**config.mk**
```make
export PLATFORM = sky130hd
export DESIGN_NAME = dm_port_arbiter_flat
export DESIGN_NICKNAME = d
export VERILOG_FILES = /design/src/rtl/dm_port_arbiter_pkg.sv /design/src/rtl/dm_port_arbiter_if.sv /design/src/rtl/dm_port_arbiter_lane_align.sv /design/src/rtl/dm_port_arbiter.sv /design/src/flat_wrapper.sv
export SDC_FILE = /design/constraint.sdc
export NUM_CORES = 1
export LEC_CHECK = 0
export ABC_CLOCK_PERIOD_IN_PS = 4200
export BUFFER_PORTS_ARGS = -buffer_cell sky130_fd_sc_hd__buf_2
export CORE_MARGIN = 10
export CORE_UTILIZATION = 51
export DETAILED_ROUTE_END_ITERATION = 16
export PLACE_DENSITY = 0.95
export SYNTH_ARGS = -nofsm -noshare
export SYNTH_HDL_FRONTEND = slang
export SYNTH_SLANG_ARGS = --single-unit
```
**constraint.sdc**
```tcl
create_clock -name clk -period 4.2 [get_ports clk]
set_input_delay 0.21 -clock clk [delete_from_list [all_inputs] [get_ports clk]]
set_output_delay 0.21 -clock clk [all_outputs]
set_load 0.02 [all_outputs]
```
**src/rtl/dm_port_arbiter_pkg.sv**
```systemverilog
// Shared encodings for the data-memory port arbiter: width ops, FSM states, byte-enable patterns.
package dm_port_arbiter_pkg;

  localparam logic [2:0] OP_W  = 3'd0;
  localparam logic [2:0] OP_H  = 3'd1;
  localparam logic [2:0] OP_HU = 3'd2;
  localparam logic [2:0] OP_B  = 3'd3;
  localparam logic [2:0] OP_BU = 3'd4;

  localparam logic [3:0] BE_NONE    = 4'b0000;
  localparam logic [3:0] BE_WORD    = 4'b1111;
  localparam logic [3:0] BE_HALF_LO = 4'b0011;
  localparam logic [3:0] BE_HALF_HI = 4'b1100;
  localparam logic [3:0] BE_BYTE0   = 4'b0001;

  typedef enum logic [1:0] {
    ST_IDLE   = 2'd0,
    ST_GRANT  = 2'd1,
    ST_ACCESS = 2'd2,
    ST_RESP   = 2'd3
  } state_e;

  function automatic logic op_legal(input logic [2:0] op);
    return (op <= OP_BU);
  endfunction

endpackage

```
**src/rtl/dm_port_arbiter_if.sv**
```systemverilog
// Requester and memory-side signals of the data-memory port arbiter.
interface dm_port_arbiter_if #(
  parameter int AW = 32
);
  logic [1:0]         req_valid;
  logic [1:0]         req_we;
  logic [1:0][2:0]    req_op;
  logic [1:0][AW-1:0] req_addr;
  logic [1:0][31:0]   req_wdata;
  logic [1:0]         req_ready;
  logic [1:0]         rsp_valid;
  logic [31:0]        rsp_rdata;
  logic               rsp_err;
  logic               mem_en;
  logic [AW-1:0]      mem_addr;
  logic [3:0]         mem_byteen;
  logic [31:0]        mem_wdata;
  logic [31:0]        mem_rdata;
  logic               mem_ready;

  modport slave (
    input  req_valid, req_we, req_op, req_addr, req_wdata, mem_rdata, mem_ready,
    output req_ready, rsp_valid, rsp_rdata, rsp_err, mem_en, mem_addr, mem_byteen, mem_wdata
  );

  modport master (
    output req_valid, req_we, req_op, req_addr, req_wdata, mem_rdata, mem_ready,
    input  req_ready, rsp_valid, rsp_rdata, rsp_err, mem_en, mem_addr, mem_byteen, mem_wdata
  );
endinterface

```
**src/rtl/dm_port_arbiter_lane_align.sv**
```systemverilog
// dm_lane_align: combinational byte-lane steering for stores and lane extraction/extension for loads.
module dm_lane_align
  import dm_port_arbiter_pkg::*;
(
  input  logic [1:0]  addr_i,
  input  logic [2:0]  op_i,
  input  logic        we_i,
  input  logic [31:0] wdata_i,
  input  logic [31:0] rdata_i,
  output logic [3:0]  byteen_o,
  output logic [31:0] wdata_o,
  output logic [31:0] rdata_o,
  output logic        misalign_o
);

  logic [4:0]  sh;
  logic [15:0] half_l;
  logic [7:0]  byte_l;

  assign sh     = {addr_i, 3'b000};
  assign half_l = addr_i[1] ? rdata_i[31:16] : rdata_i[15:0];
  assign byte_l = rdata_i[sh +: 8];

  always_comb begin
    byteen_o   = BE_NONE;
    wdata_o    = '0;
    rdata_o    = '0;
    misalign_o = 1'b0;
    case (op_i)
      OP_W: begin
        misalign_o = |addr_i;
        rdata_o    = rdata_i;
        if (we_i) begin
          byteen_o = BE_WORD;
          wdata_o  = wdata_i;
        end
      end
      OP_H, OP_HU: begin
        misalign_o = addr_i[0];
        rdata_o    = {{16{(op_i == OP_H) & half_l[15]}}, half_l};
        if (we_i) begin
          byteen_o = addr_i[1] ? BE_HALF_HI : BE_HALF_LO;
          wdata_o  = addr_i[1] ? {wdata_i[15:0], 16'h0000} : {16'h0000, wdata_i[15:0]};
        end
      end
      OP_B, OP_BU: begin
        rdata_o = {{24{(op_i == OP_B) & byte_l[7]}}, byte_l};
        if (we_i) begin
          byteen_o = BE_BYTE0 << addr_i;
          wdata_o  = {24'h000000, wdata_i[7:0]} << sh;
        end
      end
      default: ;
    endcase
  end

endmodule

```
**src/rtl/dm_port_arbiter.sv**
```systemverilog
// Two-port round-robin arbiter in front of the data memory; DM_TIMEOUT_EN adds an ACCESS watchdog.
//   state  | meaning
//   IDLE   | wait for any req_valid, pulse req_ready to the winner
//   GRANT  | check latched request (legal op, alignment)
//   ACCESS | mem_en high until mem_ready (or timeout)
//   RESP   | one-cycle rsp_valid, flip round-robin pointer
module dm_port_arbiter
  import dm_port_arbiter_pkg::*;
#(
  parameter int AW      = 32,
  parameter int TIMEOUT = 255
) (
  input logic              clk,
  input logic              rst_n,
  dm_port_arbiter_if.slave bus
);

  state_e        state_q, state_d;
  logic          ptr_q, ptr_d;
  logic          gnt_q, gnt_d;
  logic [2:0]    op_q, op_d;
  logic          we_q, we_d;
  logic [AW-1:0] addr_q, addr_d;
  logic [31:0]   wdata_q, wdata_d;
  logic [31:0]   rdata_q, rdata_d;
  logic          err_q, err_d;

  logic          winner;
  logic [1:0]    ready_c;
  logic          access_c;
  logic          resp_c;
  logic          timeout_c;
  logic [3:0]    be_c;
  logic [31:0]   wd_c;
  logic [31:0]   rd_c;
  logic          misalign_c;

  dm_lane_align u_lane (
    .addr_i     (addr_q[1:0]),
    .op_i       (op_q),
    .we_i       (we_q),
    .wdata_i    (wdata_q),
    .rdata_i    (bus.mem_rdata),
    .byteen_o   (be_c),
    .wdata_o    (wd_c),
    .rdata_o    (rd_c),
    .misalign_o (misalign_c)
  );

`ifdef DM_TIMEOUT_EN
  localparam int CW = $clog2(TIMEOUT + 1);
  logic [CW-1:0] cnt_q, cnt_d;

  // Loaded in GRANT so the last ACCESS cycle is the one where the count reads zero.
  always_comb begin
    cnt_d = cnt_q;
    if (state_q == ST_GRANT) begin
      cnt_d = CW'(TIMEOUT - 1);
    end else if (state_q == ST_ACCESS && cnt_q != '0) begin
      cnt_d = cnt_q - CW'(1);
    end
  end

  always_ff @(posedge clk or negedge rst_n) begin
    if (!rst_n) cnt_q <= '0;
    else        cnt_q <= cnt_d;
  end

  assign timeout_c = (state_q == ST_ACCESS) && (cnt_q == '0);
`else
  assign timeout_c = 1'b0;
`endif

  assign winner = bus.req_valid[ptr_q] ? ptr_q : ~ptr_q;

  always_comb begin
    state_d = state_q;
    ptr_d   = ptr_q;
    gnt_d   = gnt_q;
    op_d    = op_q;
    we_d    = we_q;
    addr_d  = addr_q;
    wdata_d = wdata_q;
    rdata_d = rdata_q;
    err_d   = err_q;
    ready_c = 2'b00;
    case (state_q)
      ST_IDLE: begin
        if (|bus.req_valid) begin
          state_d         = ST_GRANT;
          gnt_d           = winner;
          op_d            = bus.req_op[winner];
          we_d            = bus.req_we[winner];
          addr_d          = bus.req_addr[winner];
          wdata_d         = bus.req_wdata[winner];
          ready_c[winner] = 1'b1;
        end
      end
      ST_GRANT: begin
        if (!op_legal(op_q) || misalign_c) begin
          err_d   = 1'b1;
          rdata_d = '0;
          state_d = ST_RESP;
        end else begin
          err_d   = 1'b0;
          state_d = ST_ACCESS;
        end
      end
      ST_ACCESS: begin
        // A ready coinciding with timeout expiry completes normally.
        if (bus.mem_ready) begin
          err_d   = 1'b0;
          rdata_d = we_q ? 32'h0 : rd_c;
          state_d = ST_RESP;
        end else if (timeout_c) begin
          err_d   = 1'b1;
          rdata_d = '0;
          state_d = ST_RESP;
        end
      end
      ST_RESP: begin
        ptr_d   = ~gnt_q;
        state_d = ST_IDLE;
      end
      default: state_d = ST_IDLE;
    endcase
  end

  always_ff @(posedge clk or negedge rst_n) begin
    if (!rst_n) begin
      state_q <= ST_IDLE;
      ptr_q   <= 1'b0;
      gnt_q   <= 1'b0;
      op_q    <= '0;
      we_q    <= 1'b0;
      addr_q  <= '0;
      wdata_q <= '0;
      rdata_q <= '0;
      err_q   <= 1'b0;
    end else begin
      state_q <= state_d;
      ptr_q   <= ptr_d;
      gnt_q   <= gnt_d;
      op_q    <= op_d;
      we_q    <= we_d;
      addr_q  <= addr_d;
      wdata_q <= wdata_d;
      rdata_q <= rdata_d;
      err_q   <= err_d;
    end
  end

  assign access_c = (state_q == ST_ACCESS);
  assign resp_c   = (state_q == ST_RESP);

  // IDLE holds during reset, so the acceptance pulse is masked until reset releases.
  assign bus.req_ready  = rst_n ? ready_c : 2'b00;
  assign bus.mem_en     = access_c;
  assign bus.mem_addr   = access_c ? {addr_q[AW-1:2], 2'b00} : '0;
  assign bus.mem_byteen = access_c ? be_c : BE_NONE;
  assign bus.mem_wdata  = access_c ? wd_c : '0;
  assign bus.rsp_valid  = resp_c ? (gnt_q ? 2'b10 : 2'b01) : 2'b00;
  assign bus.rsp_err    = resp_c & err_q;
  assign bus.rsp_rdata  = resp_c ? rdata_q : '0;

endmodule

```
**src/flat_wrapper.sv**
```systemverilog
// flat-port wrapper written by rule: the top's interface ports become plain ports
module dm_port_arbiter_flat import dm_port_arbiter_pkg::*;
#(
  parameter int AW      = 32,
  parameter int TIMEOUT = 255
)
  (clk, rst_n, bus_req_valid, bus_req_we, bus_req_op, bus_req_addr, bus_req_wdata, bus_mem_rdata, bus_mem_ready, bus_req_ready, bus_rsp_valid, bus_rsp_rdata, bus_rsp_err, bus_mem_en, bus_mem_addr, bus_mem_byteen, bus_mem_wdata);
  dm_port_arbiter_if #(.AW(AW)) bus_i ();
  input logic clk;
  input logic rst_n;
  input wire logic [$bits(bus_i.req_valid)-1:0] bus_req_valid;
  input wire logic [$bits(bus_i.req_we)-1:0] bus_req_we;
  input wire logic [$bits(bus_i.req_op)-1:0] bus_req_op;
  input wire logic [$bits(bus_i.req_addr)-1:0] bus_req_addr;
  input wire logic [$bits(bus_i.req_wdata)-1:0] bus_req_wdata;
  input wire logic [$bits(bus_i.mem_rdata)-1:0] bus_mem_rdata;
  input wire logic [$bits(bus_i.mem_ready)-1:0] bus_mem_ready;
  output wire logic [$bits(bus_i.req_ready)-1:0] bus_req_ready;
  output wire logic [$bits(bus_i.rsp_valid)-1:0] bus_rsp_valid;
  output wire logic [$bits(bus_i.rsp_rdata)-1:0] bus_rsp_rdata;
  output wire logic [$bits(bus_i.rsp_err)-1:0] bus_rsp_err;
  output wire logic [$bits(bus_i.mem_en)-1:0] bus_mem_en;
  output wire logic [$bits(bus_i.mem_addr)-1:0] bus_mem_addr;
  output wire logic [$bits(bus_i.mem_byteen)-1:0] bus_mem_byteen;
  output wire logic [$bits(bus_i.mem_wdata)-1:0] bus_mem_wdata;
  assign bus_i.req_valid = bus_req_valid;
  assign bus_i.req_we = bus_req_we;
  assign bus_i.req_op = bus_req_op;
  assign bus_i.req_addr = bus_req_addr;
  assign bus_i.req_wdata = bus_req_wdata;
  assign bus_i.mem_rdata = bus_mem_rdata;
  assign bus_i.mem_ready = bus_mem_ready;
  assign bus_req_ready = bus_i.req_ready;
  assign bus_rsp_valid = bus_i.rsp_valid;
  assign bus_rsp_rdata = bus_i.rsp_rdata;
  assign bus_rsp_err = bus_i.rsp_err;
  assign bus_mem_en = bus_i.mem_en;
  assign bus_mem_addr = bus_i.mem_addr;
  assign bus_mem_byteen = bus_i.mem_byteen;
  assign bus_mem_wdata = bus_i.mem_wdata;
  dm_port_arbiter #(.AW(AW), .TIMEOUT(TIMEOUT)) u_core (.clk(clk), .rst_n(rst_n), .bus(bus_i));
endmodule
```
==> flow_summary.ini <==
[run_status]
run_status = completed

[logic_synthesis]
synth_edf_count = 0
yosysSeqAreaShare_pct = 45.0
synthArstFlopShare_pct = 100
ys_ff_latch = 105
synth_cells = 561
avgSynthCellArea_um2 = 10.4
synth_cell_type_count = 47
syn-cell-area_um2 = 5840
synth_flop_cell = dfrtp_1
ys_warn_count = 0

[clock_tree]
clk_pin_slew_ps = 80
cts_sinks = 105
postCtsSetupRepairBufs = 0
clock_latency_ps = 350
cts_buffer_depth = 2
tritoncts = built
htreeDepth = 3
root_buffer = clkbuf_16
numCtsBuffers = 9

[route]
ant_nets = 0
drc = 0
routed_via_density = 6.35
vias = 6041
routed_wl_um = 21600
drt_iter0_drc = 1215
routedWlPerCell_um = 22.7
firstDrtPassIters = 9

[floorplanning]
ios = 279
dieArea_um2 = 16100
die_h_um = 127
rows = 39
coreArea_um2 = 11300
die_x_um = 127
start_util_pct = 51.6

[critical_path]
critPathCaptureType = output port
slowest_stage = nor3_4
cp.required_ps = 3990
path_buf_inv = 1
worstSetupPathType = reg2out
crit_family = simple AND/OR/NAND/NOR gates
worst-path-max-fanout = 19
crit_path_start_kind = flop
worstPathCellList = nor3_4, and2_1, nor2b_1, a22o_1, buf_2
cpPeakStageDelay_ps = 670
arrival_ps = 3020

[pwr]
p_per_area_nw_per_um2 = 693
p_leak_nw = 4.03
ir_drop_v = 0.000351

[flow_run]
maxCapViolations = 0

[placed_design]
place.gp.congestion = 0.916
placed_area_um2 = 7230
port-buffer-count = 276
dpl.hpwl_um = 16300

[cells_and_area]
final_cell_mix = 275 x buf_2, 105 x dfrtp_1, 76 x and2_1, 76 x a222oi_1, 74 x inv_1
final_cell_area_um2 = 7530
layout-drive-gt1-share_pct = 39.8
layout.nets = 978
final_common_cell = buf_2
area_delta_synth_final_pct = 29.0

[global_routing]
grt_pass1_vias = 6111
use_met2_pct = 42.1
grt-ovfl-total = 0
grt_usage_pct = 25.3
antenna_found_initial = 3
grt_util_met1_pct = 28.7
grt_busiest_layer = met2
grt_max_degree = 70
grt_pass1_wl_um = 33300
grt_util_met3_pct = 9.80

[timing]
setup_viol = 0
clock_skew_ps = 10.3
worst_pin_slew_ps = 1160
fin_tns_setup_ps = 0
holdWs_ps = 67.4
relSlewSlack_pct = 22.5
period_needed_ps = 3230
rsz0062_at_grt = false
fmax_mhz = 310
finalMaxSlewViolations = 0
hold_viol_final = 0
fin_crit_sh_pct = 76.9

[worst_hold_path]
min_path_type = in2reg
[metal layers]
layer,wire (um),vias to the layer above
li1,-,2627
met1,7500,2916
met2,10700,444
met5,0,-
met3,2790,54
met4,687,0
[cell type report]
type	count	area (um^2)
Tap cell	143	179
Antenna cell	3	7.51
Clock buffer	9	225
Fill cell	894	3790
Inverter	74	278
Clock inverter	7	61.3
Timing Repair Buffer	284	1450
Sequential cell	105	2630
Multi-Input combinational cell	326	2710
[what timing repair did]
action,in CTS,in global routing
endpoints found under the hold margin,49,0
hold buffers,1,0
gates resized for setup,0,0
[path summary, 6_finish.rpt]
path / from / end / slack [ps] / cells past startpoint
worst max-delay path: u_core.op_q[1]$_DFFE_PN0P_ / bus_mem_wdata[21] / 970 / 5
worst min-delay path: bus_req_addr[59] / u_core.addr_q[27]$_DFFE_PN0P_ / 70 / 3
worst max register to register: u_core.addr_q[1]$_DFFE_PN0P_ / u_core.rdata_q[7]$_DFFE_PN0P_ / 1480 / 4
worst min register to register: u_core.rdata_q[13]$_DFFE_PN0P_ / u_core.rdata_q[13]$_DFFE_PN0P_ / 480 / 1
max in group asynchronous: rst_n / u_core.addr_q[17]$_DFFE_PN0P_ / 2590 / 3
min in group asynchronous: rst_n / u_core.rdata_q[10]$_DFFE_PN0P_ / 440 / 2
[flip-flops by register name, summed over array words and instances (netlist names)]
signal          flops
u_core.err_q        1
u_core.ptr_q        1
u_core.addr_q      32
u_core.rdata_q     32
u_core.gnt_q        1
u_core.we_q         1
u_core.wdata_q     32
u_core.state_q      2
u_core.op_q         3
[where the power goes]
group / leakage, nW / internal (mW) / total, mW / switching (mW)
clock: 0.140 / 0.416 / 0.826 / 0.410
combinational: 2.54 / 1.01 / 2.44 / 1.43
sequential: 1.35 / 1.47 / 1.95 / 0.482
[stage by stage]
stage	setup slack, ps	util, %	cells	power (mW)
after floorplan	1840	-	562	3.62
after global routing	826	66.5	950	5.56
after CTS	1020	66.5	948	5.20
after global placement	1540	63.9	931	4.26
final	972	66.6	951	5.22
after detailed placement	1390	63.9	931	4.36
[worst reg2reg max path, stage by stage, from the launching register on]
cell       delay, ps
dfrtp_1          690
maj3_1           510
nor2_1           880
a222oi_1         370
o2bb2ai_1        200
[cell families after synthesis]
group                      share of synthesized area (%)
muxes                                               3.84
DFF                                                 45.0
AOI/OAI and AO/OA                                   28.8
adders and majority gates                           1.24
other                                             0.0642
xor gates and xnor gates                           0.150
buffers and inverters                               9.23
and+or+nand+nor                                     11.7
[synthesized netlist by cell type, drive strengths merged, types with 12 or more instances]
cell     count  share of area [%]
buf         17                1.9
o2bb2ai     32                5.0
a22oi       16                2.1
and2        76                8.1
a22o        16                2.4
clkbuf      40                2.6
dfrtp      105                 45
inv         74                4.8
a21oi       17                1.5
a222oi      76                 13
nand2       12               0.77
No activity file was read; power rests on OpenSTA's default activity.
